File: src/rtl/drift_table_gen.sv
// rtl/drift_table_gen.sv - multi-channel drift table sequencer with tagged datapath realignment
module drift_table_gen #(
  parameter int NCH    = 2,
  parameter int TW     = 9,
  parameter int MW     = 18,
  parameter int SW     = 18,
  parameter int DW     = 18,
  parameter int DP_LAT = 4,
  parameter int CW     = (NCH > 1) ? $clog2(NCH) : 1
) (
  input  logic                CLK,
  input  logic                nRST,
  input  logic                iStart,
  input  logic                iAbort,
  input  logic [TW-1:0]       iTMin,
  input  logic [TW-1:0]       iTMax,
  input  logic [NCH*MW-1:0]   iMu,
  input  logic [NCH*SW-1:0]   iS,
  output logic [MW-1:0]       oTmu,
  output logic [SW-1:0]       oS,
  output logic                oReqValid,
  input  logic [DW-1:0]       iProd,
  output logic [DW-1:0]       oData,
  output logic [CW+TW-1:0]    oAddr,
  output logic                oWe,
  output logic                oBusy,
  output logic                oDone,
  output logic                oErr
);

  localparam int AW = CW + TW;

  typedef enum logic [1:0] {
    ST_IDLE  = 2'd0,
    ST_RUN   = 2'd1,
    ST_DRAIN = 2'd2
  } state_t;

  state_t state_q, state_d;

  // Sweep parameters captured at start; later input changes are invisible.
  logic [TW-1:0]     tmin_q, tmin_d;
  logic [TW-1:0]     tmax_q, tmax_d;
  logic [NCH*MW-1:0] mu_q, mu_d;
  logic [NCH*SW-1:0] s_q, s_d;

  // Sweep position of the next issue.
  logic [TW-1:0]     t_q, t_d;
  logic [CW-1:0]     ch_q, ch_d;

  // Issue stage registers (drive the external datapath).
  logic [MW-1:0]     tmu_q, tmu_d;
  logic [SW-1:0]     s_out_q, s_out_d;
  logic              req_vld_q, req_vld_d;
  logic [AW-1:0]     req_tag_q, req_tag_d;

  // Valid-tagged delay line that realigns {ch,t} with the returning product.
  logic [DP_LAT-1:0] dl_vld_q, dl_vld_d;
  logic [AW-1:0]     dl_tag_q [DP_LAT];
  logic [AW-1:0]     dl_tag_d [DP_LAT];

  // Writeback and status registers.
  logic [DW-1:0]     data_q, data_d;
  logic [AW-1:0]     addr_q, addr_d;
  logic              we_q, we_d;
  logic              done_q, done_d;
  logic              err_q, err_d;

  // Decoded control terms.
  logic              start_ok;
  logic              range_bad;
  logic              issue;
  logic              last_t;
  logic              last_ch;
  logic              line_empty;
  logic [MW-1:0]     mu_sel;
  logic [SW-1:0]     s_sel;
  logic [TW+MW-1:0]  prod_full;
  logic [MW-1:0]     tmu_sat;

  assign start_ok   = (state_q == ST_IDLE) && iStart && !iAbort;
  assign range_bad  = iTMin > iTMax;
  assign issue      = (state_q == ST_RUN) && !iAbort;
  // t is compared against tmax before any increment so tmax = all-ones never wraps.
  assign last_t     = (t_q == tmax_q);
  assign last_ch    = (ch_q == CW'(NCH - 1));
  // Empty means nothing in flight between the issue register and the last tap.
  assign line_empty = !req_vld_q && (dl_vld_q == '0);

  // Per-channel operand select from the latched mu / S0 vectors.
  always_comb begin
    mu_sel = '0;
    s_sel  = '0;
    for (int c = 0; c < NCH; c++) begin
      if (ch_q == CW'(c)) begin
        mu_sel = mu_q[c*MW +: MW];
        s_sel  = s_q[c*SW +: SW];
      end
    end
  end

  // t*mu keeps mu's MW fraction bits; any integer part saturates just below 1.0.
  always_comb begin
    prod_full = {{MW{1'b0}}, t_q} * {{TW{1'b0}}, mu_sel};
    tmu_sat   = (prod_full[TW+MW-1:MW] != '0) ? {MW{1'b1}} : prod_full[MW-1:0];
  end

  // FSM state register.
  always_ff @(posedge CLK or negedge nRST) begin
    if (!nRST) begin
      state_q <= ST_IDLE;
    end else begin
      state_q <= state_d;
    end
  end

  // FSM next-state logic; abort overrides every other input.
  always_comb begin
    state_d = state_q;
    if (iAbort) begin
      state_d = ST_IDLE;
    end else begin
      unique case (state_q)
        ST_IDLE: begin
          if (iStart && !range_bad) state_d = ST_RUN;
        end
        ST_RUN: begin
          if (last_t && last_ch) state_d = ST_DRAIN;
        end
        ST_DRAIN: begin
          if (line_empty) state_d = ST_IDLE;
        end
        default: state_d = ST_IDLE;
      endcase
    end
  end

  // FSM outputs: latch, issue, delay line shift, writeback and status pulses.
  always_comb begin
    tmin_d    = tmin_q;
    tmax_d    = tmax_q;
    mu_d      = mu_q;
    s_d       = s_q;
    t_d       = t_q;
    ch_d      = ch_q;
    tmu_d     = tmu_q;
    s_out_d   = s_out_q;
    req_vld_d = 1'b0;
    req_tag_d = req_tag_q;
    data_d    = data_q;
    addr_d    = addr_q;
    we_d      = 1'b0;
    done_d    = 1'b0;
    err_d     = 1'b0;

    dl_vld_d[0] = req_vld_q;
    dl_tag_d[0] = req_tag_q;
    for (int i = 1; i < DP_LAT; i++) begin
      dl_vld_d[i] = dl_vld_q[i-1];
      dl_tag_d[i] = dl_tag_q[i-1];
    end

    if (start_ok) begin
      tmin_d = iTMin;
      tmax_d = iTMax;
      mu_d   = iMu;
      s_d    = iS;
      t_d    = iTMin;
      ch_d   = '0;
      err_d  = range_bad;
    end

    if (issue) begin
      tmu_d     = tmu_sat;
      s_out_d   = s_sel;
      req_vld_d = 1'b1;
      req_tag_d = {ch_q, t_q};
      if (last_t) begin
        t_d = tmin_q;
        if (!last_ch) ch_d = ch_q + CW'(1);
      end else begin
        t_d = t_q + TW'(1);
      end
    end

    // The tag leaving the last tap lines up with iProd in this cycle.
    if (dl_vld_q[DP_LAT-1]) begin
      data_d = iProd;
      addr_d = dl_tag_q[DP_LAT-1];
      we_d   = 1'b1;
    end

    if ((state_q == ST_DRAIN) && line_empty) done_d = 1'b1;

    if (iAbort) begin
      req_vld_d = 1'b0;
      dl_vld_d  = '0;
      we_d      = 1'b0;
      done_d    = 1'b0;
      err_d     = 1'b0;
    end
  end

  // Datapath and status registers.
  always_ff @(posedge CLK or negedge nRST) begin
    if (!nRST) begin
      tmin_q    <= '0;
      tmax_q    <= '0;
      mu_q      <= '0;
      s_q       <= '0;
      t_q       <= '0;
      ch_q      <= '0;
      tmu_q     <= '0;
      s_out_q   <= '0;
      req_vld_q <= 1'b0;
      req_tag_q <= '0;
      dl_vld_q  <= '0;
      for (int i = 0; i < DP_LAT; i++) dl_tag_q[i] <= '0;
      data_q    <= '0;
      addr_q    <= '0;
      we_q      <= 1'b0;
      done_q    <= 1'b0;
      err_q     <= 1'b0;
    end else begin
      tmin_q    <= tmin_d;
      tmax_q    <= tmax_d;
      mu_q      <= mu_d;
      s_q       <= s_d;
      t_q       <= t_d;
      ch_q      <= ch_d;
      tmu_q     <= tmu_d;
      s_out_q   <= s_out_d;
      req_vld_q <= req_vld_d;
      req_tag_q <= req_tag_d;
      dl_vld_q  <= dl_vld_d;
      dl_tag_q  <= dl_tag_d;
      data_q    <= data_d;
      addr_q    <= addr_d;
      we_q      <= we_d;
      done_q    <= done_d;
      err_q     <= err_d;
    end
  end

  assign oTmu      = tmu_q;
  assign oS        = s_out_q;
  assign oReqValid = req_vld_q;
  assign oData     = data_q;
  assign oAddr     = addr_q;
  assign oWe       = we_q;
  assign oBusy     = (state_q != ST_IDLE);
  assign oDone     = done_q;
  assign oErr      = err_q;

endmodule

File: config.mk
export PLATFORM = sky130hd
export DESIGN_NAME = drift_table_gen
export DESIGN_NICKNAME = d
export VERILOG_FILES = /design/src/rtl/drift_table_gen.sv
export SDC_FILE = /design/constraint.sdc
export NUM_CORES = 1
export LEC_CHECK = 0
export CAP_MARGIN = 20
export CORE_MARGIN = 5
export CORE_UTILIZATION = 51
export CTS_CLUSTER_SIZE = 30
export DETAILED_ROUTE_END_ITERATION = 8
export GPL_TIMING_DRIVEN = 0
export PLACE_DENSITY = 0.78
export SLEW_MARGIN = 15
export SYNTH_ARGS = -nofsm -noshare
export SYNTH_HDL_FRONTEND = slang
export SYNTH_SLANG_ARGS = --single-unit
File: constraint.sdc
create_clock -name CLK -period 5.6 [get_ports CLK]
set_input_delay 1.12 -clock CLK [delete_from_list [all_inputs] [get_ports CLK]]
set_output_delay 1.12 -clock CLK [all_outputs]
set_load 0.01 [all_outputs]
# After elaboration in Yosys (flattened, before gate mapping)
# Index checks and enable logic that the tools add are counted.
[classes]
addsub = 2
n_mul = 1
magnitude_cmp = 1
eq_ne = 6
n_mux = 24
n_reduce_logical = 16
[op_table]
columns = ["operator", "n"]
rows = [
  ["18-bit two-way mux", 3],
  ["9-bit by 18-bit multiplier with 27-bit output", 1],
  ["9-bit two-way mux", 3],
  ["1-bit two-way mux", 12],
  ["9-bit by 1-bit adder with 9-bit output (second input constant)", 1],
  ["9-bit == test", 1],
  ["9-bit greater-than comparator", 1],
  ["9-bit nonzero test", 1],
  ["2-bit two-way mux", 4],
  ["1-bit logical AND", 7],
  ["3-bit by 2-bit inequality test with 1-bit output (second input constant)", 2],
  ["2-bit one-hot mux with 3 select lines", 1],
  ["4-bit zero test", 1],
  ["4-bit two-way mux", 1],
  ["2-bit nonzero test", 2],
  ["1-bit zero test", 3],
  ["3-bit inequality test (second input constant)", 1],
  ["3-bit AND reduction", 1],
  ["2-bit by 1-bit == test with 1-bit output (second input constant)", 1],
  ["2-bit == test (second input constant)", 1],
  ["2-bit zero test", 1],
  ["1-bit adder (second input constant)", 1],
]
[totals]
reg_bits = 224
output_inout_bits = 69
word_cells = 71

# Longest topological paths before layout
[logic_depth]
ltp_word = 7
depth_mapped = 23
ltp_nobuf = 20

# Worst setup path before layout
# No wires, ideal clock.
[synth_path]
path_kind = "flip-flop to flip-flop"
start = "register ch_q"
end = "register tmu_q[15] (netlist: oTmu[15])"
setup_ps = 123
t_arrival_ps = 5905
required_time_ps = 5477
path_slack_ps = -428
stages_incl_launch_ff = 21
n_path_buf = 4
path_cell_list = "dfrtp_1 -> clkbuf_1 -> clkbuf_1 -> mux2i_1 -> nand2b_1 -> fa_1 -> fa_1 -> fa_1 -> fa_1 -> inv_1 -> ha_1 -> clkbuf_2 -> a21oi_1 -> o21ai_0 -> a2111oi_0 -> a32oi_1 -> xnor2_1 -> a2111o_1 -> a311oi_4 -> buf_6 -> a21oi_1"
[synth_between]
elab_chain_cells = 4
[synth_lines]
columns = ["item", "line", "rtl"]
rows = [
  ["start: declaration", "49", "logic [CW-1:0] ch_q, ch_d;"],
  ["start signal: assignment", "230", "ch_q <= ch_d;"],
  ["18-bit two-way mux *", "95", "if (ch_q == CW'(c)) begin"],
  ["9-bit by 18-bit multiplier with 27-bit output *", "104", "prod_full = {{MW{1'b0}}, t_q} * {{TW{1'b0}}, mu_sel};"],
  ["9-bit nonzero test", "105", "tmu_sat = (prod_full[TW+MW-1:MW] != '0) ? {MW{1'b1}} : prod_full[MW-1:0];"],
  ["18-bit two-way mux *", "105", ""],
  ["end signal: assignment", "231", "tmu_q <= tmu_d;"],
  ["end: declaration", "52", "logic [MW-1:0] tmu_q, tmu_d;"],
]
# Mark *: on every way between the ends. The rest lies on a longest branch, timed or not.
# A chain may end at the register's enable or synchronous reset.

# Worst setup path after layout
[layout_path]
start = "register ch_q"
end = "register tmu_q[10] (netlist: oTmu[10])"
# Same word-level chain as after synthesis.

==> flow_metrics.py <==
metrics = {
    "status": {
        "status": "finished with violations",
        "violations": "setup timing",
    },
    "synth": {
        "async_flop_share": 1.00,
        "yosysWarnings": 0,
        "ys_top_cells_by_count": "nand2_1 (408), dfrtp_1 (224), inv_1 (138), fa_1 (113), and2_1 (70)",
        "synth_enable_flop_cells": 0,
        "yosysTopAreaCell": "dfrtp_1",
        "syn_area_um2": 13800,
        "synth.avg_cell_area_um2": 9.64,
        "syn_inst": 1434,
        "ys_types": 60,
        "netlist.area_leader.share": 0.405,
        "synthesis.nets": 1716,
        "ys_seq_area_frac": 0.405,
        "synthTopCellsByArea": "dfrtp_1 (41%), fa_1 (16%), nand2_1 (11%)",
        "yosysMostFrequentCell": "nand2_1",
        "ys.flop_type": "dfrtp_1",
        "ys_ff_latch": 224,
    },
    "clocking": {
        "clock_latency_ps": 540,
        "cts_buffers": 25,
        "postCtsHoldBufs": 0,
        "clk_pin_slew_ps": 60,
        "cts-root-buf": "clkbuf_16",
        "htree_num_levels": 1,
        "clk_path_buf_depth": 3,
        "cts_sinks": 224,
        "cts_tree": "done",
    },
    "worst_setup_path": {
        "cpPeakStageDelay_ps": 560,
        "crit_fanout": 7,
        "start_kind": "register",
        "slowest_stage": "fa_1",
        "path_buf_inv": 7,
        "crit_arrival_ps": 6190,
        "crit_path_end_kind": "register",
        "worstPathRequired_ps": 6020,
        "crit_type": "register to register",
        "rr_startpoint": "ch_q",
        "crit_family": "adder cells",
        "startpoint": "ch_q",
        "crit_path_cell_trace": "buf_8 > clkbuf_16 > mux2_4 > buf_12 > and2_1 > fa_1 > inv_1 > fa_1 > fa_1 > fa_1 > inv_1 > ha_4 > a21oi_4 > o21ai_1 > or3_1 > a21boi_0 > o311ai_4 > o2111ai_2 > a311oi_4 > buf_12 > clkbuf_16 > a21oi_1",
        "cp_common_cell": "fa_1",
    },
    "die": {
        "coreArea_um2": 26800,
        "start_util": 0.516,
        "ioPinCount": 181,
        "dieHeight_um": 175,
        "die_w_um": 175,
        "die-area_um2": 30500,
        "num_rows": 60,
    },
    "grt": {
        "antenna_found_initial": 1,
        "grt_max_degree": 108,
        "grt_overflow": 0,
        "grt_pass1_wl_mm": 57.1,
        "track_usage": 0.229,
        "grt_pass1_vias": 11300,
    },
    "worst_hold_path": {
        "hold_path_startpoint": "dl_tag_d[8]",
        "min_path_type": "register to register",
    },
    "drt": {
        "drtAntennaViolNets": 0,
        "dr.pass1.iters": 5,
        "drt_iter0_markers": 953,
        "viasPerCell": 5.35,
        "drt-total-wl_mm": 35.7,
        "wl_per_cell_um": 17.6,
        "vias": 10800,
        "drc": 0,
    },
    "cells_and_area": {
        "antennaDiodeCount": 0,
        "fin_util": 0.664,
        "area_growth_pct": 28.7,
        "register_area_um2": 5610,
        "fin_nets": 1949,
        "multi_input_area_um2": 7920,
        "nFillCells": 2022,
        "finalNonFillerCells": 2026,
        "layout-drive-gt1-share": 0.120,
    },
    "sta": {
        "rsz0062_at_grt": "true",
        "hold_viol": 0,
        "fin_ws_ps": -172,
        "finalCriticalPeriod_ps": 5770,
        "finalSetupViolCount": 18,
        "fmax_mhz": 173,
        "drv_slew": 0,
        "max_slew.worst_pin.slew_ps": 884,
        "finalSetupTns_ps": -2790,
        "period_share": 1.03,
        "skew_ps": 14.0,
        "slew_headroom": 0.410,
    },
    "placement": {
        "numPortBuffers": 180,
        "dp_slack_ps": -1070,
        "post-place-cells": 1957,
        "dpl.hpwl_mm": 26.1,
        "gp_congestion": 0.902,
    },
    "job": {
        "drv_cap": 0,
    },
    "power_and_ir_drop": {
        "p_leak_nw": 8.47,
        "total_power_mw": 12.2,
        "peakVddDrop_uv": 780,
        "p_per_area_nw_per_um2": 687,
    },
}
## worst paths after layout
kind,to,slack [ps],cells after the start
hold reg to reg,dl_tag_q[8],340,0
max in group asynchronous,oData[3],3940,3
min in group asynchronous,oData[17],410,1
setup / recovery,oTmu[10],-170,22
setup reg to reg,oTmu[10],-170,22
hold / removal,dl_tag_q[8],340,0
## what timing repair did
action,CTS,global route
setup endpoints to repair,18,18
pin swaps,22,29
buffers inserted,14,9
cloned,2,2
gates resized for setup,76,54
## metrics by stage
stage,hold WS (ps),instance area [um2]
2_1_floorplan,331,13900
3_3_place_gp,331,16100
3_5_place_dp,336,16200
4_1_cts,349,17500
5_1_grt,354,17800
6_report,345,17800
## state kept, by name (all words and copies together) (netlist names), 9 cells and up
signal,count
oData,18
tmax_q,9
oAddr,10
dl_tag_d,30
dl_tag_q,10
mu_q,36
oS,18
tmin_q,9
oTmu,18
req_tag_q,10
s_q,36
t_q,9
## routing by layer
metal	wire length (um)	GRT usage	share of wire
met2	17600	0.399	0.49
met1	14400	0.290	0.40
met5	11	0	0.00031
met3	2630	0.0463	0.074
met4	1080	0.0700	0.030
## cell usage in the layout (no fill, tap or decap), types with 6 or more instances in the layout
cell type	n
nand2_1	406
dfrtp_1	224
clkdlybuf4s50_1	179
inv_1	134
fa_1	113
and2_1	66
clkbuf_1	43
nor2_1	42
ha_1	42
o21ai_0	40
a21oi_1	36
mux2_2	32
clkbuf_16	28
nor2b_1	22
buf_4	22
mux2i_1	20
a21oi_2	20
xnor2_1	18
xor2_1	15
mux2_4	14
nand3_1	12
ha_4	12
clkbuf_8	10
and3_1	9
clkbuf_4	7
nand4_1	7
buf_1	6
## power breakdown
group | switching [mW] | leakage, nW | internal [mW]
Sequential | 0.210 | 2.79 | 1.99
Combinational | 4.64 | 5.27 | 3.70
Clock | 0.665 | 0.422 | 1.02
Total | 5.52 | 8.47 | 6.71
## kinds of logic (layout without fill, tap and decap cells)
logic type,count (synthesis),in the layout,share of synthesized area
simple gates,592,592,0.187
compound gates,145,145,0.0637
xor+xnor,33,33,0.0209
mux,66,68,0.0518
flops,224,224,0.405
fa+ha+maj,170,170,0.215
buf+inv,204,453,0.0564
## cell type report
class                   instances  share of cell area
clock inverters                 7             0.00619
multi-input cells            1008               0.445
clock buffers                  38              0.0424
inverters                     138              0.0291
plain buffers                  62              0.0195
flip-flops and latches        224               0.315
repair buffers                208               0.119
well taps                     341              0.0240
Power figures use the tool's default switching activity.
